`config.mk`:
```
export PLATFORM = sky130hd
export DESIGN_NAME = mem_port_arbiter
export DESIGN_NICKNAME = d
export VERILOG_FILES = /design/src/rtl/mem_port_arbiter.sv
export SDC_FILE = /design/constraint.sdc
export NUM_CORES = 1
export LEC_CHECK = 0
export ABC_AREA = 1
export CORE_MARGIN = 4
export CORE_UTILIZATION = 38
export DETAILED_ROUTE_END_ITERATION = 7
export MAX_ROUTING_LAYER = met4
export PLACE_DENSITY = 0.78
export SKIP_CTS_REPAIR_TIMING = 1
export SYNTH_ARGS = -nofsm -noshare
export SYNTH_HDL_FRONTEND = slang
export SYNTH_SLANG_ARGS = --single-unit
```
`constraint.sdc`:
```
create_clock -name clk -period 1.5 [get_ports clk]
set_input_delay 0.225 -clock clk [delete_from_list [all_inputs] [get_ports clk]]
set_output_delay 0.225 -clock clk [all_outputs]
set_load 0.03 [all_outputs]
```
`src/rtl/mem_port_arbiter.sv`:
```
// Two-port arbiter in front of an 8x8 bitcell memory: grants one request at a
// time, drives a one-cycle read/write strobe, holds address/data and captures read data.
module mem_port_arbiter #(
   parameter int ADDR_W = 3,
   parameter int DATA_W = 8,
   parameter bit RR_EN  = 1'b1
) (
   input  logic              clk,
   input  logic              reset,
   input  logic              p0_req,
   input  logic              p0_we,
   input  logic [ADDR_W-1:0] p0_adr,
   input  logic [DATA_W-1:0] p0_wdata,
   output logic              p0_ack,
   input  logic              p1_req,
   input  logic              p1_we,
   input  logic [ADDR_W-1:0] p1_adr,
   input  logic [DATA_W-1:0] p1_wdata,
   output logic              p1_ack,
   output logic [DATA_W-1:0] rdata,
   output logic              busy,
   output logic              mem_read,
   output logic              mem_write,
   output logic [ADDR_W-1:0] mem_adr,
   output logic [DATA_W-1:0] mem_din,
   input  logic [DATA_W-1:0] mem_dout
);

   typedef enum logic [1:0] {IDLE, ISSUE, ACCESS, RESP} state_t;

   state_t            state_reg, state_next;
   logic              grant_reg, grant_next;
   logic              last_grant_reg, last_grant_next;
   logic              op_we_reg, op_we_next;
   logic [ADDR_W-1:0] adr_reg, adr_next;
   logic [DATA_W-1:0] din_reg, din_next;
   logic [DATA_W-1:0] rdata_reg, rdata_next;

   logic [1:0]        req_vec, we_vec, ack_vec;
   logic [ADDR_W-1:0] adr_vec   [2];
   logic [DATA_W-1:0] wdata_vec [2];
   logic              sel, any_req;

   assign req_vec      = {p1_req, p0_req};
   assign we_vec       = {p1_we, p0_we};
   assign adr_vec[0]   = p0_adr;
   assign adr_vec[1]   = p1_adr;
   assign wdata_vec[0] = p0_wdata;
   assign wdata_vec[1] = p1_wdata;

   // Ack is suppressed while reset is asserted so an aborted access never completes.
   for (genvar gi = 0; gi < 2; gi++) begin : g_ack
      assign ack_vec[gi] = (state_reg == RESP) && (grant_reg == 1'(gi)) && !reset;
   end

   always_comb begin
      any_req = |req_vec;
      if (&req_vec) sel = RR_EN ? ~last_grant_reg : 1'b0;
      else          sel = req_vec[1];
   end

   always_comb begin
      state_next      = state_reg;
      grant_next      = grant_reg;
      last_grant_next = last_grant_reg;
      op_we_next      = op_we_reg;
      adr_next        = adr_reg;
      din_next        = din_reg;
      rdata_next      = rdata_reg;
      case (state_reg)
         IDLE:    state_next = any_req ? ISSUE : IDLE;
         ISSUE:   state_next = ACCESS;
         ACCESS: begin
            if (!op_we_reg) rdata_next = mem_dout;
            state_next = RESP;
         end
         RESP:    state_next = any_req ? ISSUE : IDLE;
         default: state_next = IDLE;
      endcase
      // Selection happens from IDLE and directly out of RESP for back-to-back service.
      if (any_req && (state_reg == IDLE || state_reg == RESP)) begin
         grant_next      = sel;
         last_grant_next = sel;
         op_we_next      = we_vec[sel];
         adr_next        = adr_vec[sel];
         din_next        = wdata_vec[sel];
      end
   end

   always_ff @(posedge clk) begin
      if (reset) begin
         state_reg      <= IDLE;
         grant_reg      <= 1'b0;
         last_grant_reg <= 1'b1;
         op_we_reg      <= 1'b0;
         adr_reg        <= '0;
         din_reg        <= '0;
         rdata_reg      <= '0;
      end else begin
         state_reg      <= state_next;
         grant_reg      <= grant_next;
         last_grant_reg <= last_grant_next;
         op_we_reg      <= op_we_next;
         adr_reg        <= adr_next;
         din_reg        <= din_next;
         rdata_reg      <= rdata_next;
      end
   end

   assign p0_ack    = ack_vec[0];
   assign p1_ack    = ack_vec[1];
   assign rdata     = rdata_reg;
   assign busy      = (state_reg != IDLE);
   assign mem_read  = (state_reg == ISSUE) && !op_we_reg;
   assign mem_write = (state_reg == ISSUE) && op_we_reg;
   assign mem_adr   = adr_reg;
   assign mem_din   = din_reg;

endmodule

```
# == Yosys cells after proc, flatten, opt, wreduce, memory -nomap -nowiden ==
# Cells that the tools add are included.
# op_classes
n_div,0
n_mux,11
multipliers,0
n_eq_ne,3
n_bitwise,4
n_addsub,0
reduce_logical,16
magnitude_cmp,2
shift,0
# op_table
operator,n
8-bit 2-to-1 mux,3
3-bit 2-to-1 mux,3
1-bit logical AND,7
2-bit case mux with 3 select lines,1
2-bit == test (second input constant),2
1-bit 2-to-1 mux,4
2-bit AND reduction,2
2-bit OR reduction,2
1-bit NOT,3
2-bit by 1-bit == test with 1-bit output (second input constant),1
2-bit greater-or-equal comparator (second input constant),1
1-bit logical NOT,2
2-bit logical NOT,1
1-bit by 2-bit less-than comparator with 1-bit output (second input constant),1
1-bit NOT with 2-bit output,1
2-bit nonzero test,1
1-bit logical OR,1
# word_totals
latchBits,0
ram_bits,0
reg_bits,24
romBits,0
inputBits,36
wordCells,43
mem_count,0

# == Depth between registers and ports, before layout ==
# depth
ltp_word,6
mapped_depth,7
mapped_depth_nobuf,7

# == Least setup slack after synthesis ==
# OpenSTA, ideal clock, no wires.
# synth_timing
path_kind,register to register
start,register state_reg[0]
end,"register adr_reg[0], in the netlist mem_adr[0]"
path_stages_with_launch,8
setup_time_ns,0.117
slack_ns,0.148
path_buffers,1
arrival_ns,1.235
cell_sequence,dfxtp_1 > inv_1 > ha_1 > nor2_4 > buf_4 > nand2_1 > nor2_1 > nor2_1
# synth_via
elab_chain_cells,3
elab_cells_between_ends,4
# synth_lines
element,line,text
from (decl),31,"state_t state_reg, state_next;"
from (signal assigned),100,state_reg <= state_next;
2-bit == test or 2-bit logical NOT (tied branches),81,if (any_req && (state_reg == IDLE || state_reg == RESP)) begin
1-bit logical OR *,81,
1-bit logical AND *,81,
to (signal assigned),104,adr_reg <= adr_next;
to (decl),35,"logic [ADDR_W-1:0] adr_reg, adr_next;"
# Every way passes the cells marked *; elsewhere a longest branch is shown, timed or not.
# A chain may end at the register's enable or synchronous reset.

# == Worst setup path after layout ==
# layout_timing
start,input port reset
end,output port p0_ack
# layout_via
elab_chain_cells,2
# layout_lines
element,line,text
from (decl),9,"input logic reset,"
1-bit logical NOT,53,assign ack_vec[gi] = (state_reg == RESP) && (grant_reg == 1'(gi)) && !reset;
1-bit logical AND,53,
to (decl),14,"output logic p0_ack,"
# No other way between the ends.

==> metrics.txt <==
cell-internal power 2.05 mW; reg2reg end mem_din[7]; Util after Layout 0.687; Worst-path clk slew approximately 0.13 ns; most frequent cells in the layout nor2_1, clkdlybuf4s50_1, nand2_1, dfxtp_1; initial antenna violation count 0; Worst slew margin 0.772; R2R Setup Slk roughly 0.10 ns; Yosys reg bits 24; via count around 1200; Reg2Reg Depth 7; Core ar. between 0.002 and 0.003 mm²; drt wl/cell between 10 and 15 µm; status finished clean; CTS Buf Count 3; launch point of the worst reg-to-reg path state_reg[1]; Setup crit start kind input port; DR vias/cell 4.41; final net count 277; gr usage total 0.152; Routed Antenna Nets 0; Max Slew Vio Count 0; worst-case hold path end point last_grant_reg; Crit Path Class input port to output port; CP required 1.27 ns; DRT iter0 DRCs 51; Clock Tree Buf Depth 2; I/O pin cnt 60; vias in the first global route 1115; DP Wirelength between 2 and 2.5 mm; Sw Ratio 0.432; Die Ht between 60 and 70 µm; std cell rows 19; CTS tree built; Post-Synthesis Cells 172; first-pass GRT wire length 4.76 mm; number of remaining DRC errors 0; commonest non-fill, non-tap cell in the layout nor2_1; Max Clock Skew 0.00410 ns; combinational fraction of design power 0.575; final hold viol count 0; clk sinks 24; Mapped Avg Cell Area roughly 6.6 µm²; total negative setup slack 0 ns; part of the power in the clock network 0.127; root buffer cell clkbuf_4; sequential area share after synthesis 0.424; max-capacitance violation count 0; CP Capture Type output port; cell area after synthesis approximately 0.0011 mm²; die span in x about 63 µm; worst skew pair latency a little over 0.3 ns; synth warn 0; # diodes 0; Buffers on Ports 59; power density over the cells 1870 mW/mm²; die area a little under 0.004 mm²; crit path DAT ~1.3 ns; f_max a little under 700 MHz; VDD IR max 1.70 mV; Final min period about 1.5 ns; CP max FO 5; largest net degree at the start of global routing 26; fin crit share 0.987; Syn Nets around 210; share of cells above drive strength 1 0.111; H-tree lvl count 1; unrepaired setup endpoints after global routing yes; initial cell density of the core 0.404; final WL about 2.8 mm; min-delay worst type flip-flop to flip-flop; Min Hold Slack around 0.47 ns; GP Congestion 0.709; Finish-stage setup viols 0; Sw Pwr approximately 1.6 mW; Pre-antenna DRT Iters 4; hold depth 2; Slew @ Worst Pin 0.342 ns; worst hold start last_grant_reg; Leakage 1.18 nW; Yosys cell types 15; GRT overflow 0; Area Growth Syn to Fin 70.0%; Total Power 3.61 mW; sequential power share 0.297
power by group through the flow:
stage / clock network [mW] / logic (mW) / registers [mW]
2_1_floorplan: 0 / 0.811 / 1.51
3_3_place_gp: 0 / 2.08 / 1.07
3_5_place_dp: 0 / 2.10 / 1.07
4_1_cts: 0.471 / 2.11 / 1.06
5_1_grt: 0.509 / 2.28 / 1.11
6_report: 0.460 / 2.08 / 1.07
per-layer routing:
layer,up-vias,share of wire,GRT usage
li1,645,-,-
met1,503,0.45,0.177
met2,24,0.50,0.261
met3,2,0.040,0.0342
met4,0,0.0098,0.0413
met5,-,0,-
Yosys cell counts, drive strengths merged:
library cell,count,area share
a21oi,1,0.0044
buf,3,0.018
clkbuf,3,0.011
dfxtp,24,0.42
ha,5,0.055
inv,21,0.070
nand2,31,0.10
nand3,2,0.0088
nor2,60,0.21
nor3,1,0.0088
o21ai,21,0.093
worst max-delay path, cell delays in order:
cell and delay [ns]:
clkdlybuf4s50_1 0.53, inv_1 0.16, nand2_2 0.06, nor2_2 0.13, buf_6 0.14
worst max path at each step:
stage	from	end	slack, ns
global placement	reset	p0_ack	0.11
detailed placement	p1_req	mem_din[2]	0.07
CTS	mem_din[7]	mem_din[7]	-0.09
finish	reset	p0_ack	0.02
floorplan	state_reg[0]	mem_adr[0]	0.15
global route	reset	p0_ack	-0.04
cells by family (layout without fill, tap and decap cells):
logic type	after synthesis	after routing	synth area share
adders and majority gates	5	5	0.0552
AOI/OAI and AO/OA	22	22	0.0971
DFF	24	24	0.424
buffers and inverters	27	90	0.0982
and+or+nand+nor	94	94	0.326
area by class of cell:
cell class	instances	area (µm²)
Inverter	21	78.8
Tap cell	31	38.8
Fill cell	271	878
Clock inverter	1	30.0
Clock buffer	3	22.5
Multi-Input combinational cell	121	567
Timing Repair Buffer	65	707
Sequential cell	24	483
metrics by stage:
step	cell area [µm²]	setup slack, ns	std cells
final	1930	0.0190	266
after global routing	1930	-0.0417	266
after CTS	1840	-0.0878	266
after detailed placement	1790	0.0658	262
after global placement	1790	0.107	262
after floorplan	1130	0.148	172
No activity file was read; power rests on OpenSTA's default activity.
